[src/rtl/key_scan_pkg.sv]
// Shared types and helpers for the keypad scanner: debounce states,
// frame classification and the matrix geometry.
package key_scan_pkg;

    localparam int NUM_ROWS = 4;
    localparam int NUM_COLS = 4;
    localparam int CODE_W   = 4;
    localparam int FRAME_W  = NUM_ROWS * NUM_COLS;

    typedef enum logic [1:0] {
        IDLE        = 2'd0,
        DEB_PRESS   = 2'd1,
        PRESSED     = 2'd2,
        DEB_RELEASE = 2'd3
    } deb_state_t;

    typedef enum logic [1:0] {
        CLS_NONE   = 2'd0,
        CLS_SINGLE = 2'd1,
        CLS_MULTI  = 2'd2
    } frame_class_t;

    function automatic frame_class_t classify_frame(input logic [FRAME_W-1:0] bits);
        int ones;
        ones = 0;
        for (int i = 0; i < FRAME_W; i++) begin
            if (bits[i]) ones++;
        end
        if (ones == 0)      return CLS_NONE;
        else if (ones == 1) return CLS_SINGLE;
        else                return CLS_MULTI;
    endfunction

    // Only meaningful for a SINGLE frame, where exactly one bit can match.
    function automatic logic [CODE_W-1:0] frame_key_code(input logic [FRAME_W-1:0] bits);
        logic [CODE_W-1:0] code;
        code = '0;
        for (int i = 0; i < FRAME_W; i++) begin
            if (bits[i]) code = CODE_W'(i);
        end
        return code;
    endfunction

endpackage

[src/rtl/key_debounce.sv]
// Frame-level debounce FSM: confirms a single key press over several
// identical frames and tracks its release the same way.
module key_debounce
    import key_scan_pkg::*;
#(
    parameter int DEBOUNCE_FRAMES = 5
) (
    input  logic              Clk,
    input  logic              Reset,
    input  logic              frame_done,
    input  frame_class_t      frame_class,
    input  logic [CODE_W-1:0] frame_code,
    output logic [CODE_W-1:0] key_code,
    output logic              key_valid,
    output logic              key_down
);

    localparam logic [3:0] DEB_TARGET = 4'(DEBOUNCE_FRAMES);

    deb_state_t        state, state_nxt;
    logic [CODE_W-1:0] cand, cand_nxt;
    logic [3:0]        cnt, cnt_nxt;
    logic [3:0]        cnt_inc;
    logic [CODE_W-1:0] code_nxt;
    logic              valid_nxt;

    always_ff @(posedge Clk) begin
        if (Reset) begin
            state     <= IDLE;
            cand      <= '0;
            cnt       <= '0;
            key_code  <= '0;
            key_valid <= 1'b0;
        end else begin
            state     <= state_nxt;
            cand      <= cand_nxt;
            cnt       <= cnt_nxt;
            key_code  <= code_nxt;
            key_valid <= valid_nxt;
        end
    end

    always_comb begin
        state_nxt = state;
        cand_nxt  = cand;
        cnt_nxt   = cnt;
        code_nxt  = key_code;
        valid_nxt = 1'b0;
        cnt_inc   = cnt + 4'd1;
        if (frame_done) begin
            unique case (state)
                IDLE: begin
                    if (frame_class == CLS_SINGLE) begin
                        state_nxt = DEB_PRESS;
                        cand_nxt  = frame_code;
                        cnt_nxt   = 4'd1;
                    end
                end
                DEB_PRESS: begin
                    if (frame_class == CLS_SINGLE && frame_code == cand) begin
                        cnt_nxt = cnt_inc;
                        if (cnt_inc == DEB_TARGET) begin
                            state_nxt = PRESSED;
                            code_nxt  = cand;
                            valid_nxt = 1'b1;
                        end
                    end else if (frame_class == CLS_SINGLE) begin
                        cand_nxt = frame_code;
                        cnt_nxt  = 4'd1;
                    end else begin
                        state_nxt = IDLE;
                    end
                end
                PRESSED: begin
                    // Extra keys while held are ignored; only a clean NONE starts release.
                    if (frame_class == CLS_NONE) begin
                        state_nxt = DEB_RELEASE;
                        cnt_nxt   = 4'd1;
                    end
                end
                DEB_RELEASE: begin
                    if (frame_class == CLS_NONE) begin
                        cnt_nxt = cnt_inc;
                        if (cnt_inc == DEB_TARGET) state_nxt = IDLE;
                    end else begin
                        state_nxt = PRESSED;
                    end
                end
                default: state_nxt = IDLE;
            endcase
        end
    end

    always_comb begin
        key_down = (state == PRESSED) || (state == DEB_RELEASE);
    end

endmodule

[src/rtl/key_scan.sv]
// 4x4 keypad scanner top: row strobing, column synchronizer and
// per-frame snapshot feeding the debounce FSM.
module key_scan
    import key_scan_pkg::*;
#(
    parameter int MCNT_TICK       = 49999,
    parameter int DEBOUNCE_FRAMES = 5
) (
    input  logic              Clk,
    input  logic              Reset,
    input  logic [NUM_COLS-1:0] Col,
    output logic [NUM_ROWS-1:0] Row,
    output logic [CODE_W-1:0] Key_Code,
    output logic              Key_Valid,
    output logic              Key_Down
);

    localparam int TICK_W = (MCNT_TICK < 1) ? 1 : $clog2(MCNT_TICK + 1);

    logic [TICK_W-1:0]   tick_cnt;
    logic                tick;
    logic [1:0]          row_ptr;
    logic [1:0]          row_next;
    logic [NUM_COLS-1:0] col_meta;
    logic [NUM_COLS-1:0] col_sync;
    logic [FRAME_W-1:0]  snapshot;
    logic [FRAME_W-1:0]  frame_bits;
    logic                frame_done;
    frame_class_t        frame_class;
    logic [CODE_W-1:0]   frame_code;

    assign tick     = (tick_cnt == TICK_W'(MCNT_TICK));
    assign row_next = row_ptr + 2'd1;

    // Columns are sampled at the end of each row period so they have settled.
    always_ff @(posedge Clk) begin
        if (Reset) begin
            tick_cnt <= '0;
            row_ptr  <= '0;
            Row      <= 4'b1110;
            col_meta <= '1;
            col_sync <= '1;
            snapshot <= '0;
        end else begin
            col_meta <= Col;
            col_sync <= col_meta;
            tick_cnt <= tick ? '0 : tick_cnt + 1'b1;
            if (tick) begin
                snapshot[{row_ptr, 2'b00} +: NUM_COLS] <= ~col_sync;
                row_ptr <= row_next;
                Row     <= ~(4'b0001 << row_next);
            end
        end
    end

    // The row being sampled this tick is merged in so the FSM sees the full frame now.
    always_comb begin
        frame_bits = snapshot;
        frame_bits[{row_ptr, 2'b00} +: NUM_COLS] = ~col_sync;
        frame_done  = tick && (row_ptr == 2'd3);
        frame_class = classify_frame(frame_bits);
        frame_code  = frame_key_code(frame_bits);
    end

    key_debounce #(
        .DEBOUNCE_FRAMES(DEBOUNCE_FRAMES)
    ) u_debounce (
        .Clk        (Clk),
        .Reset      (Reset),
        .frame_done (frame_done),
        .frame_class(frame_class),
        .frame_code (frame_code),
        .key_code   (Key_Code),
        .key_valid  (Key_Valid),
        .key_down   (Key_Down)
    );

endmodule

[config.mk]
export PLATFORM = sky130hd
export DESIGN_NAME = key_scan
export DESIGN_NICKNAME = d
export VERILOG_FILES = /design/src/rtl/key_scan_pkg.sv /design/src/rtl/key_debounce.sv /design/src/rtl/key_scan.sv
export SDC_FILE = /design/constraint.sdc
export NUM_CORES = 1
export LEC_CHECK = 0
export ABC_AREA = 1
export CAP_MARGIN = 0
export CORE_ASPECT_RATIO = 1.5
export CORE_MARGIN = 5
export CORE_UTILIZATION = 55
export DETAILED_ROUTE_END_ITERATION = 8
export PLACE_DENSITY_LB_ADDON = 0.08
export SLEW_MARGIN = 20
export SYNTH_ARGS = -nofsm -noshare
export SYNTH_HDL_FRONTEND = slang
export SYNTH_SLANG_ARGS = --single-unit
[constraint.sdc]
create_clock -name Clk -period 12.1 [get_ports Clk]
set_input_delay 3.025 -clock Clk [delete_from_list [all_inputs] [get_ports Clk]]
set_output_delay 3.025 -clock Clk [all_outputs]
set_load 0.01 [all_outputs]
## Word level (Yosys, flattened, before mapping)

Index checks and enable logic that the tools add are counted.

- Logic and storage cells: 118
- Input port bits: 6
- Flip-flop bits (word level): 61

- Bitwise operators: 5
- Reduce and logical (&&, ||, !) cells: 13
- Mux-type cells: 51
- $add $sub $neg: 19
- Shift operators: 3
- Equal/unequal tests: 16

Operators by type and width:

| operator | number |
|---|---|
| $add 32x2->32 const B | 15 |
| $mux 32 | 15 |
| $mux 4 | 20 |
| $eq 32x2->1 const B | 1 |
| $logic_not 32->1 | 1 |
| $mux 2 | 9 |
| $add 16x1->16 const B | 1 |
| $bwmux 16 | 1 |
| $eq 16x16->1 const B | 1 |
| $pmux 4 s4 | 1 |
| $shift 4x6->16 const A | 1 |
| $shiftx 4x6->16 | 1 |
| $not 4->4 | 2 |
| $pmux 2 s4 | 1 |
| $pmux 4 s2 | 1 |
| $eq 2x2->1 const B | 3 |
| $ne 2x1->1 const B | 3 |
| $ne 3x3->1 const B | 2 |
| $neg 4->6 | 1 |
| $reduce_and 3->1 | 2 |
| $reduce_and 6->1 | 1 |
| $add 4x1->4 const B | 1 |
| $eq 2x1->1 const B | 2 |
| $eq 4x3->1 const B | 1 |
| 14 further kinds | 20 |

## Depth between registers and ports, before layout

- Depth in word-level cells: 41
- Gate-level depth with buffers: 67

## Cells and area by module

From an unflattened synthesis, not the netlist that was laid out.

- Cell total of the unflattened synthesis: 809
- Area, all modules: 5,022.3 µm²

Modules (own cells, without submodules):

| module | cells each | area an instance (µm²) | sequential area each (µm²) | times used |
|---|---|---|---|---|
| key_scan | 668 | 4,087.7 | 920.9 | 1 |
| key_debounce | 141 | 934.6 | 300.3 | 1 |

## Worst setup path before layout

No wires, ideal clock.

- Path kind: register to register
- From: register row_ptr[0]
- To: register u_debounce.key_code[0]
- Arrival: 8.364 ns
- Slack: 3.678 ns
- Buffers on the path: 1
- Stages on the path, launching flop included: 63
- Cells stage by stage: dfxtp_1 -> inv_2 -> ha_1 -> buf_2 -> nor2_1 -> nand2_1 -> nand2_1 -> inv_1 -> ha_1 -> inv_1 -> nand2_1 -> nand2_1 -> ha_1 -> nand2_1 -> nand2_1 -> ha_1 -> or2_1 -> nand2_1 -> [... 27 more ...] -> nand2_1 -> ha_1 -> nand2_1 -> o21ai_1 -> ha_1 -> nand2_1 -> nor2_1 -> nand2_1 -> inv_2 -> nand2_1 -> nand2_1 -> nand3_1 -> nand2_1 -> nand3_2 -> nor2_4 -> nand4_4 -> a21oi_1 -> o21a_1

- Longest elaborated chain between the ends: 40

Ends and longest elaborated chain:

| element | RTL line | RTL |
|---|---|---|
| from (decl) | key_scan.sv:22 | `logic [1:0] row_ptr;` |
| from (signal assigned) | key_scan.sv:50 | `row_ptr <= row_next;` |
| $neg 4->6 | key_scan.sv:59 | `frame_bits[{row_ptr, 2'b00} +: NUM_COLS] = ~col_sync;` |
| $shiftx 4x6->16 / $shift 4x6->16 (equally long branches) | key_scan.sv:59 |  |
| $bwmux 16 | key_scan.sv:59 |  |
| $mux 1 | key_scan_pkg.sv:27 | `if (bits[i]) ones++;` |
| $add 32x2->32 | key_scan_pkg.sv:27 |  |
| $mux 32 | key_scan_pkg.sv:27 |  |
| $add 32x2->32 | key_scan_pkg.sv:27 |  |
| $mux 32 | key_scan_pkg.sv:27 |  |
| [... 24 more ...] | - |  |
| $add 32x2->32 | key_scan_pkg.sv:27 |  |
| $mux 32 | key_scan_pkg.sv:27 |  |
| $eq 32x2->1 | key_scan_pkg.sv:30 | `else if (ones == 1) return CLS_SINGLE;` |
| $mux 2 | key_scan_pkg.sv:30 |  |
| $mux 2 | key_scan_pkg.sv:29 | `if (ones == 0) return CLS_NONE;` |
| $eq 2x1->1 | key_debounce.sv:60 | `if (frame_class == CLS_SINGLE && frame_code == cand) begin` |
| $logic_and 1x1->1 | key_debounce.sv:60 |  |
| $reduce_and 4->1 (no line) (*) | - |  |
| to (signal assigned) | key_debounce.sv:38 | `key_code <= code_nxt;` |
| to (decl) | key_debounce.sv:13 | `output logic [CODE_W-1:0] key_code,` |

Mark *: on every way between the ends. The rest lies on a longest branch, timed or not.
A chain may end at the register's enable or synchronous reset.

## Final worst setup path

- From: register row_ptr[0]
- To: register u_debounce.cand[0]

- Longest elaborated chain between the ends: 41

Ends and longest elaborated chain:

| element | RTL line | RTL |
|---|---|---|
| $neg 4->6 | key_scan.sv:59 |  |
| $shiftx 4x6->16 / $shift 4x6->16 (equally long branches) | key_scan.sv:59 |  |
| $bwmux 16 | key_scan.sv:59 |  |
| $mux 1 | key_scan_pkg.sv:27 |  |
| $add 32x2->32 | key_scan_pkg.sv:27 |  |
| $mux 32 | key_scan_pkg.sv:27 |  |
| $add 32x2->32 | key_scan_pkg.sv:27 |  |
| $mux 32 | key_scan_pkg.sv:27 |  |
| [... 25 more ...] | - |  |
| $mux 32 | key_scan_pkg.sv:27 |  |
| $eq 32x2->1 | key_scan_pkg.sv:30 |  |
| $mux 2 | key_scan_pkg.sv:30 |  |
| $mux 2 | key_scan_pkg.sv:29 |  |
| $eq 2x1->1 | key_debounce.sv:53, key_debounce.sv:60, key_debounce.sv:67 |  |
| $mux 4 / $logic_and 1x1->1 (equally long branches) | key_debounce.sv:53, key_debounce.sv:67, key_debounce.sv:60 |  |
| $mux 4 / $ne 2x2->1 (equally long branches) | - |  |
| $pmux 4 s2 / $reduce_and 3->1 (equally long branches) | - |  |
| to (signal assigned) | key_debounce.sv:36 | `cand <= cand_nxt;` |
| to (decl) | key_debounce.sv:21 | `logic [CODE_W-1:0] cand, cand_nxt;` |

Several ways; a longest one is shown, not always the timed one. The select of a mux whose other input is x is not followed.

==> flow_metrics.tcl <==
set metrics [dict create \
    rsz0062_at_grt "false" \
    viasPerCell 5.22 \
    synth.area.top_cells "dfxtp_1, nand2_1, inv_1" \
    worst_slack_ns 2.90 \
    rows 43 \
    max_stage_delay_ns 0.59 \
    r2r_start "row_ptr[0]$_SDFFE_PP0P_" \
    fin_crit_ns 9.20 \
    drive_gt1_frac 0.138 \
    min_period_over_period 0.760 \
    nNetsFinal 886 \
    n_antenna_cell 0 \
    layout_common_cells "nand2_1, inv_1, nor2_1" \
    reg2regPathDepth 63 \
    wl_microns 10900 \
    hold_class "reg2reg" \
    path_max_fanout 9 \
    cts_buffer_depth 2 \
    syn-cell-area_sq_um 5130 \
    first_iter_violations 280 \
    numCtsBuffers 9 \
    die_area_sq_um 11400 \
    slew_violations 0 \
    r2r-end "u_debounce.cand[0]$_SDFFE_PP0P_" \
    grt_pass1_wl_microns 19700 \
    required_ns 12.31 \
    synth-seq-cells 61 \
    clkTransAtPathRegs_ns 0.06 \
    cts_sinks 61 \
    end_kind "flip-flop" \
    yosysSeqAreaShare 0.238 \
    cts_resized 0 \
    grtUsageTotal 0.209 \
    synth_cells 841 \
    synth_warnings 0 \
    syn_area_per_cell_sq_um 6.10 \
    postCtsSetupBuffers 0 \
    layout_commonest_cell "nand2_1" \
    grt_antenna_before_repair 0 \
    switching_share 0.238 \
    die_w_microns 88.8 \
    wl_per_cell_microns 11.2 \
    powerDensity_nw_per_um2 92.2 \
    final-hold-violation-count 0 \
    worst_path_max_delay_cell "dfxtp_1" \
    synth_top_area_cell "dfxtp_1" \
    crit_top_cell "nand2_1" \
    pwr-share-seq 0.387 \
    final_antenna_net_count 0 \
    core_sq_um 9200 \
    clkLatencyLatePin_ns 0.33 \
    slew_headroom 0.343 \
    finalSetupViolCount 0 \
    hp-start "col_meta[1]$_SDFF_PP1_" \
    num_vias 5092 \
    worstSetupStartpointType "flip-flop" \
    setup_tns_ns 0 \
    hold_path_depth 1 \
    gr-total-overflow 0 \
    num-fill-cells 881 \
    root_buffer "clkbuf_16" \
    drc_errors 0 \
    p_sw_w 0.000126 \
    maxCapViolCount 0 \
    worst-setup-path-type "reg2reg" \
    arrival_ns 9.41 \
    worst_clock_skew_ns 0.00859 \
    htree_levels 3 \
    hpwl_microns 8700 \
    p_clk_frac 0.531 \
    p_int_w 0.000401 \
    combPwrFrac 0.082 \
    status "completed" \
    ys_types 41 \
    peakVddDrop_uv 109 \
    min_to "col_sync[1]$_SDFF_PP1_" \
    pre_cts_ws_ns 2.93 \
    area_growth_pct 11.5 \
    synth.net_count 869 \
    ioPinCount 16 \
    cts_tree "built" \
    reg2reg_setup_slack_ns 2.90 \
    cp-startpoint "row_ptr[0]$_SDFFE_PP0P_" \
    leakage_nw 2.78 \
    dr.pass1.iters 5 \
    tightest_slew_ns 0.977 \
    gp_congestion 0.889 \
    io_buffers 15 \
    grt_pass1_vias 4914 \
    die_y_microns 128 \
    grt_max_degree 36 \
    postCtsHoldBufs 0 \
    max_freq_mhz 109 \
    start_util 0.557 \
    yosys.area.top_type_share 0.238 \
]
[layer usage]
layer	GRT usage	wire length, microns	vias to the layer above
met5	0	0	-
met4	0.0916	280	0
li1	-	-	2713
met3	0.0315	295	29
met2	0.371	5500	83
met1	0.241	4800	2267
[worst max-delay path: cells and delay by family, from the launching register on]
family | cells | cell delay, ns
buf+inv | 6 | 0.45
compound gates | 1 | 0.13
simple gates | 41 | 3.58
flops | 1 | 0.59
fa+ha+maj | 15 | 4.32
[synth_stat cells (all sizes together)]
cell type,count
clkbuf,8
nor3b,2
nor4,4
o21bai,1
nand3b,5
inv,134
nor2,98
o22ai,5
buf,3
nand2,255
o211ai,3
clkinv,2
a21oi,46
o21a,10
xnor2,3
nor3,5
nand3,97
xor2,8
or2,15
dfxtp,61
o21ai,38
ha,22
a21boi,2
nand4,14
[power by group through the flow]
stage | Combinational (W) | Sequential (W) | Clock [W]
5_1_grt | 0.0000508 | 0.000204 | 0.000297
2_1_floorplan | 0.0000344 | 0.000208 | 0
3_5_place_dp | 0.0000435 | 0.000208 | 0
6_report | 0.0000430 | 0.000204 | 0.000280
3_3_place_gp | 0.0000419 | 0.000208 | 0
4_1_cts | 0.0000436 | 0.000204 | 0.000286
[flip-flops by register name, indices dropped and copies added (netlist names)]
| register | cells |
|---|---|
| snapshot | 16 |
| tick_cnt | 16 |
| Row | 4 |
| col_meta | 4 |
| col_sync | 4 |
| u_debounce.cand | 4 |
| u_debounce.cnt | 4 |
| u_debounce.key_code | 4 |
| row_ptr | 2 |
| u_debounce.state | 2 |
| u_debounce.key_valid | 1 |
[through the flow]
step / power (W) / utilization / instances / instance area (sq um) / hold slack, ns
floorplan: 0.000242 / - / 841 / 5130 / 0.389
global placement: 0.000250 / 0.586 / 959 / 5390 / 0.392
detailed placement: 0.000252 / 0.586 / 959 / 5390 / 0.393
CTS: 0.000533 / 0.622 / 975 / 5720 / 0.404
global route: 0.000552 / 0.622 / 975 / 5720 / 0.411
finish: 0.000527 / 0.622 / 975 / 5720 / 0.405
[final cells by class]
| cell class | count | area, sq um | share of cell area |
|---|---|---|---|
| clock inverter | 7 | 103 | 0.0179 |
| multi-input combinational | 633 | 3350 | 0.586 |
| sequential | 61 | 1220 | 0.214 |
| timing repair buffer | 17 | 165 | 0.0289 |
| clock buffer | 9 | 225 | 0.0394 |
| tap | 112 | 140 | 0.0245 |
| inverter | 136 | 513 | 0.0897 |
[worst max-delay path by stage]
| stage | end | slack [ns] | depth (start not counted) |
|---|---|---|---|
| floorplan | u_debounce.key_code[0]$_SDFFE_PP0P_ | 3.68 | 62 |
| global placement | u_debounce.key_code[1]$_SDFFE_PP0P_ | 3.24 | 61 |
| detailed placement | u_debounce.cand[0]$_SDFFE_PP0P_ | 2.93 | 63 |
| CTS | u_debounce.key_code[0]$_SDFFE_PP0P_ | 2.89 | 61 |
| global route | u_debounce.cand[2]$_SDFFE_PP0P_ | 1.98 | 63 |
| finish | u_debounce.cand[0]$_SDFFE_PP0P_ | 2.90 | 63 |
[cells by family after synthesis]
| logic type | count (synthesis) | synth area share |
|---|---|---|
| and+or+nand+nor | 495 | 0.458 |
| buffers and inverters | 147 | 0.109 |
| AOI/OAI and AO/OA | 105 | 0.122 |
| adders and majority gates | 22 | 0.0537 |
| DFF | 61 | 0.238 |
| xor gates and xnor gates | 11 | 0.0188 |
(Power assumes the default switching activity.)
